[src/rtl/bus_arbiter.sv]
// Round-robin arbiter for the shared 16-bit bus: grants select codes 1..7,
// holds memory (code 7) for MEM_WAIT extra cycles, pulses done per transfer.
module bus_arbiter #(
  parameter int unsigned MEM_WAIT = 2
) (
  input  logic       clk,
  input  logic       rst_n,
  input  logic [6:0] req,
  output logic [2:0] bselect,
  output logic [6:0] grant,
  output logic       done,
  output logic       busy
);

  typedef enum logic [1:0] {IDLE, MWAIT, XFER} state_t;

  state_t     state_q, state_d;
  logic [2:0] win_q, win_d;
  logic [2:0] last_q, last_d;
  logic [3:0] wcnt_q, wcnt_d;
  logic [2:0] bselect_q, bselect_d;
  logic [6:0] grant_q, grant_d;
  logic       done_q, done_d;
  logic       busy_q, busy_d;

  logic [6:0] cand;
  logic [2:0] pick;
  logic       hit;

  function automatic logic [6:0] onehot(input logic [2:0] code);
    logic [6:0] r;
    r = '0;
    if (code != 3'd0) r[code - 3'd1] = 1'b1;
    return r;
  endfunction

  // Scan codes starting after last, wrapping 7->1; the code just served is
  // masked because its requester still holds req during the done cycle.
  always_comb begin
    cand = req & ~((state_q == XFER) ? onehot(win_q) : '0);
    pick = '0;
    hit  = 1'b0;
    for (int unsigned k = 1; k <= 7; k++) begin
      int unsigned c;
      logic [2:0]  idx;
      c   = ((32'(last_q) + k - 1) % 7) + 1;
      idx = 3'(c - 1);
      if (!hit && cand[idx]) begin
        hit  = 1'b1;
        pick = 3'(c);
      end
    end
  end

  always_comb begin
    state_d = state_q;
    win_d   = win_q;
    last_d  = last_q;
    wcnt_d  = wcnt_q;
    case (state_q)
      IDLE, XFER: begin
        if (hit) begin
          win_d  = pick;
          last_d = pick;
          if (pick == 3'd7 && MEM_WAIT != 0) begin
            state_d = MWAIT;
            wcnt_d  = 4'(MEM_WAIT - 1);
          end else begin
            state_d = XFER;
          end
        end else begin
          state_d = IDLE;
          win_d   = '0;
        end
      end
      MWAIT: begin
        if (!req[6]) begin
          state_d = IDLE;
          win_d   = '0;
        end else if (wcnt_q == 4'd0) begin
          state_d = XFER;
        end else begin
          wcnt_d = wcnt_q - 4'd1;
        end
      end
      default: begin
        state_d = IDLE;
        win_d   = '0;
      end
    endcase

    bselect_d = (state_d == IDLE) ? 3'd0 : win_d;
    grant_d   = onehot(bselect_d);
    done_d    = (state_d == XFER);
    busy_d    = (state_d != IDLE);
  end

  always_ff @(posedge clk) begin
    if (!rst_n) begin
      state_q   <= IDLE;
      win_q     <= '0;
      last_q    <= 3'd7;
      wcnt_q    <= '0;
      bselect_q <= '0;
      grant_q   <= '0;
      done_q    <= 1'b0;
      busy_q    <= 1'b0;
    end else begin
      state_q   <= state_d;
      win_q     <= win_d;
      last_q    <= last_d;
      wcnt_q    <= wcnt_d;
      bselect_q <= bselect_d;
      grant_q   <= grant_d;
      done_q    <= done_d;
      busy_q    <= busy_d;
    end
  end

  assign bselect = bselect_q;
  assign grant   = grant_q;
  assign done    = done_q;
  assign busy    = busy_q;

endmodule

[config.mk]
export PLATFORM = sky130hd
export DESIGN_NAME = bus_arbiter
export DESIGN_NICKNAME = d
export VERILOG_FILES = /design/src/rtl/bus_arbiter.sv
export SDC_FILE = /design/constraint.sdc
export NUM_CORES = 1
export LEC_CHECK = 0
export CAP_MARGIN = 20
export CORE_ASPECT_RATIO = 2
export CORE_UTILIZATION = 40
export CTS_CLUSTER_SIZE = 12
export DETAILED_ROUTE_END_ITERATION = 8
export GPL_TIMING_DRIVEN = 0
export PLACE_DENSITY_LB_ADDON = 0.1
export SLEW_MARGIN = 25
export SYNTH_ARGS = -nofsm -noshare
export SYNTH_HDL_FRONTEND = slang
export SYNTH_SLANG_ARGS = --single-unit
[constraint.sdc]
create_clock -name clk -period 7.5 [get_ports clk]
set_clock_uncertainty 0.05 [all_clocks]
set_input_delay 1.5 -clock clk [delete_from_list [all_inputs] [get_ports clk]]
set_output_delay 1.5 -clock clk [all_outputs]
set_load 0.005 [all_outputs]
Yosys cells after proc, flatten, opt, wreduce, memory -nomap -nowiden. Index checks and enable logic that the tools add are counted.

Flip-flop bits (word level): 24.

$add $sub $neg: 31. Divide/modulo/power cells: 7. Order comparisons: 11. Eq/ne operators: 8. Multiplexer cells: 48. Bitwise logic cells: 2. Reductions and logical operators: 25.

Operator list (number): remainder unit 32 x 3 -> 32 bit (second input constant) (7); less-than comparator 3 x 4 -> 1 bit (second input constant) (9); subtractor 4 x 1 -> 5 bit (second input constant) (7); two-way mux 3 bit (10); subtractor 3 x 1 -> 3 bit (second input constant) (9); adder 3 x 1 -> 3 bit (second input constant) (7); binary-select mux 1 bit (select 3 bit) (7); adder 3 x 3 -> 4 bit (second input constant) (4); two-way mux 1 bit (16); two-way mux 4 bit (4); two-way mux 7 bit (2); adder 3 x 2 -> 4 bit (second input constant) (2); logical AND 1 bit (8); two-way mux 2 bit (4); inequality test 2 bit (second input constant) (4); one-hot mux 4 bit (2 select lines) (1); bitwise AND 7 bit (1); NOT 7 bit (1); demux 1 bit (select 3 bit) (2); >= comparator 3 x 1 -> 1 bit (second input constant) (2); zero test 1 bit (6); one-hot mux 3 bit (2 select lines) (1); nonzero test 3 bit (2); AND reduction 5 bit (1); 11 further kinds (15).

Logic depth before layout (Yosys ltp). Gate-level depths: netlist of the first run.

Word-level depth: 41. Mapped depth: 27.

Least setup slack after synthesis of the first run. Ideal clock, no wire load.

Path kind: register to register. Start: reg last_q[1]. End: reg grant_q[6] (netlist: grant[6]). Library setup time: 0.080 ns. Arrival: 5.808 ns. Setup slack: 1.562 ns. Stages on the path, launching flop included: 27. Path buffers: 2. Clock period less this slack: 5.938 ns. Cell sequence: dfxtp_1 clkbuf_1 inv_1 ha_1 xor2_1 inv_1 ha_1 ha_1 a31oi_1 xnor2_1 ha_1 inv_1 o22ai_1 mux2_2 ha_1 mux4_2 nor2b_4 or2_4 and3_4 a41oi_2 clkbuf_8 nand2_1 and2_1 ha_1 ha_1 nor3b_1 nor3b_1.

Cells in the longest elaborated chain, start to end: 37.

RTL lines: from (decl) (line 19) `logic [2:0] last_q, last_d;`; from (signal assigned) (line 111) `last_q <= last_d;`; adder 3 x 1 -> 4 bit (line 46) `c = ((32'(last_q) + k - 1) % 7) + 1;`; subtractor 4 x 1 -> 5 bit (line 46); remainder unit 32 x 3 -> 32 bit (line 46); adder 3 x 1 -> 3 bit (line 46); subtractor 3 x 1 -> 3 bit (line 47) `idx = 3'(c - 1);`; binary-select mux 1 bit (select 3 bit) (line 48) `if (!hit && cand[idx]) begin`; two-way mux 1 bit (implied by the code) (line 48); two-way mux 1 bit (line 48); (+21 left out); one-hot mux 2 bit (2 select lines) (line 60) `case (state_q)`; zero test 2 bit (line 92) `bselect_d = (state_d == IDLE) ? 3'd0 : win_d;`; two-way mux 3 bit * (line 92); subtractor 3 x 1 -> 3 bit (line 33) `if (code != 3'd0) r[code - 3'd1] = 1'b1;`; less-than comparator 3 x 4 -> 1 bit (implied by the code) / >= comparator 3 x 1 -> 1 bit (equally long branches) (line 33); logical AND 1 bit (implied by the code) (line 33); two-way mux 1 bit (implied by the code) (line 33); demux 1 bit (select 3 bit) (line 33); to (signal assigned) (line 114) `grant_q <= grant_d;`; to (decl) (line 22) `logic [6:0] grant_q, grant_d;`.

Every way passes the cells marked *; elsewhere a longest branch is shown, timed or not. The select of a mux whose other input is x is not followed. A chain may end at the register's enable or synchronous reset.

Worst setup path after layout of the first run.
Start: reg last_q[0]. End: reg grant_q[1] (netlist: grant[1]).

Same word-level chain as after synthesis.

==> results of run 1 <==
## metal layers
layer	part of all wire, %	global-route usage (%)	vias to the layer above
met3	1.5	1.10	30
met5	0	0	-
met1	35	23.7	1573
li1	-	-	1614
met2	58	46.0	68
met4	5.0	13.4	0
## registers in the layout (all words and copies together), names as in the netlist
register	flops
last_q	3
win_q	3
bselect	3
busy	1
state_q	2
done	1
grant	7
wcnt_q	4
## layout make-up
type	instances	area share [%]
Buffer	13	1.98
Clock buffer	3	1.89
Clock inverter	1	0.756
Inverter	27	2.55
Multi-Input combinational cell	341	72.5
Sequential cell	24	12.1
Tap cell	100	3.15
Timing Repair Buffer	20	5.04
## logic make-up (layout without fill, tap and decap cells)
group                    Yosys count  in the layout  share of synthesized area [%]
adder cells (fa/ha/maj)           38             38                           13.5
multiplexers                      23             23                           7.73
XOR/XNOR                          21             21                           5.66
flip-flops                        24             24                           13.7
buffers and inverters             40             64                           5.09
AND/OR/NAND/NOR                  143            143                           24.6
AO/OA/AOI/OAI                    116            116                           29.7
## cells in the final DEF, fill, tap and decap left out, types with 7 or more instances in the layout
cell,n
mux2i_1,11
ha_1,37
nor2b_1,8
nand2_1,24
nand3_1,8
mux2_2,9
nor2_1,15
o21ai_0,8
clkdlybuf4s50_1,20
nand2b_1,10
dfxtp_1,24
a211oi_1,8
inv_1,26
nor3_1,14
a21oi_1,13
o211ai_1,7
xnor2_1,14
and3_1,7
## final timing paths
| path | startpoint | end | slack [ps] | cells after the start |
|---|---|---|---|---|
| worst max-delay path | last_q[0] | grant[1] | 660 | 25 |
| worst min-delay path | wcnt_q[1] | wcnt_q[1] | 480 | 1 |
| worst max register to register | last_q[0] | grant[1] | 660 | 25 |
| worst min register to register | wcnt_q[1] | wcnt_q[1] | 480 | 1 |
## synth_stat cells, types with 3 or more instances
| library cell | n | share of area, % |
|---|---|---|
| a211o_1 | 3 | 0.75 |
| a211oi_1 | 8 | 1.7 |
| a21boi_0 | 6 | 1.3 |
| a21oi_1 | 13 | 1.9 |
| a31oi_1 | 6 | 1.1 |
| and2_1 | 4 | 0.71 |
| and3_1 | 7 | 1.2 |
| and4_1 | 3 | 0.75 |
| buf_2 | 6 | 0.85 |
| clkbuf_1 | 4 | 0.43 |
| dfxtp_1 | 24 | 14 |
| ha_1 | 38 | 14 |
| inv_1 | 26 | 2.8 |
| mux2_2 | 9 | 2.9 |
| mux2i_1 | 11 | 3.1 |
| nand2_1 | 24 | 2.6 |
| nand2b_1 | 10 | 1.8 |
| nand3_1 | 8 | 1.1 |
| nand3b_1 | 3 | 0.64 |
| nand4_1 | 5 | 0.89 |
| nor2_1 | 15 | 1.6 |
| nor2b_1 | 8 | 1.4 |
| nor3_1 | 14 | 2.0 |
| nor3b_1 | 6 | 1.3 |
| nor4_1 | 6 | 1.1 |
| o211a_1 | 3 | 0.85 |
| o211ai_1 | 7 | 1.5 |
| o21a_1 | 4 | 0.85 |
| o21ai_0 | 8 | 1.1 |
| o22ai_1 | 3 | 0.53 |
| o311ai_0 | 3 | 0.75 |
| o41ai_2 | 5 | 2.3 |
| or2_2 | 5 | 0.89 |
| or3_1 | 4 | 0.71 |
| or3_2 | 3 | 0.64 |
| xnor2_1 | 14 | 3.5 |
| xor2_1 | 5 | 1.2 |
## metrics by stage
stage | instances | area, sq um
floorplan | 405 | 3510
global placement | 525 | 3840
detailed placement | 525 | 3860
CTS | 529 | 3960
global route | 529 | 3970
finish | 529 | 3970
## worst max-delay path, delay by kind of cell, from the launching register on
| family | cells | cell delay (ps) |
|---|---|---|
| AO/OA/AOI/OAI | 5 | 1100 |
| flip-flops | 1 | 510 |
| adder cells (fa/ha/maj) | 6 | 1940 |
| buffers and inverters | 5 | 820 |
| multiplexers | 2 | 940 |
| AND/OR/NAND/NOR | 6 | 1220 |
| XOR/XNOR | 1 | 170 |
==> results.md, run 1 <==
* WL final at 10300 um
* Pins Over Slew Limit at 0
* Most used flip-flop cell after synthesis: dfxtp_1
* Vias in the first global route at 3306
* Max clock buf depth at 2
* Final clock period utilization by the worst path at 91.3%
* Footprint of the multi-input gates at 0.00288 sq mm
* HP Class: flip-flop to flip-flop
* Worst-Skew Late Latency at 260 ps
* GR Overflow Total at 0
* IO Port Bufs at 20
* CP startpoint kind: flip-flop
* Final core occ at 46.2%
* Post-synthesis sequential area ratio at 13.7%
* Slowest cell on the critical path: ha_2
* Worst Setup End Kind: flip-flop
* Finish-stage setup viols at 0
* Global-route wire length before repair at 16400 um
* Num Clock Sinks at 24
* DP Worst Slack at 271 ps
* Req. time, crit path at 7610 ps
* RSZ-0062 raised after global routing: no
* Cell count after synthesis at 405
* Total GRT Usage at 23.9%
* Fill count at 876
* FFs w/ async S/R, synth at 0%
* Detailed-router iteration count before antenna repair at 4
* FF/Latch Area at 480 sq um
* Worst-path clk slew at 60 ps
* Ys Warns at 0
* Height of the die at 135 um
* Synth cell types at 99
* Cts bufs inserted at 3
* I/O pins at 21
* Crit-path most repeated cell: ha_1
* DRT antenna net count at 0
* Die area at 0.00919 sq mm
* Max-Cap Viols at 0
* # H-tree levels at 1
* Status: finished clean
* Cell row count at 48
* Via count at 3285
* Worst slew pin tran at 967 ps
* Final Hold Fails at 0
* Detailed Route Iter0 Violations at 130
* #FFs+latches synth at 24
* Max FO, Critical Path at 9
* Largest net degree at the start of global routing at 15
* Critical path class: flip-flop to flip-flop
* Vias per inst at 6.21
* Final weighted congestion in routability-driven placement at 0.838
* Setup TNS at 0 ps
* Final setup margin at 656 ps
* Layout cell share with drive strength beyond 1 at 16.8%
* Postcts setup bufs at 0
* Data arrival, critical path at 6950 ps
* ANT cells at 0
* Max incr delay on CP at 560 ps
* Die Wd at 68.3 um
* Initial antenna violation count at 0
* Hold buffers post-CTS at 0
* Dpl hpwl at 8460 um
* Minimum clock period at 6840 ps
* Buffer type at the clock tree root: clkbuf_16
* Area grow syn2layout at 13.0%
* Layout Nets at 477
* Number of synthesized flops with an enable pin at 0
* CTS tree: built
* Post-Syn Area per Cell at 8.67 sq um
* Syn Nets at 452
* Number of gates resized after cts at 0
* Detailed-route DRC error count at 0
* Core area at 0.00859 sq mm
* Drt wl/cell at 19.4 um
* Fin Hold WS at 478 ps
* Starting density of the core at 40.9%
* Slew headroom at 34.8%
* Synthesized area at 0.00351 sq mm
* Fmax at 0.146 GHz
Power of run 1 is not shown: default switching activity piles up to over one toggle a cycle in this logic, so the estimate is an artifact.
==> run 2: changes to the inputs <==
HOLD_SLACK_MARGIN = 0.06   (was default)
==> results of run 2 <==
No change in the layout: final DEF, timing and power equal those of run 1.
Power of run 2 is left out for the same reason.
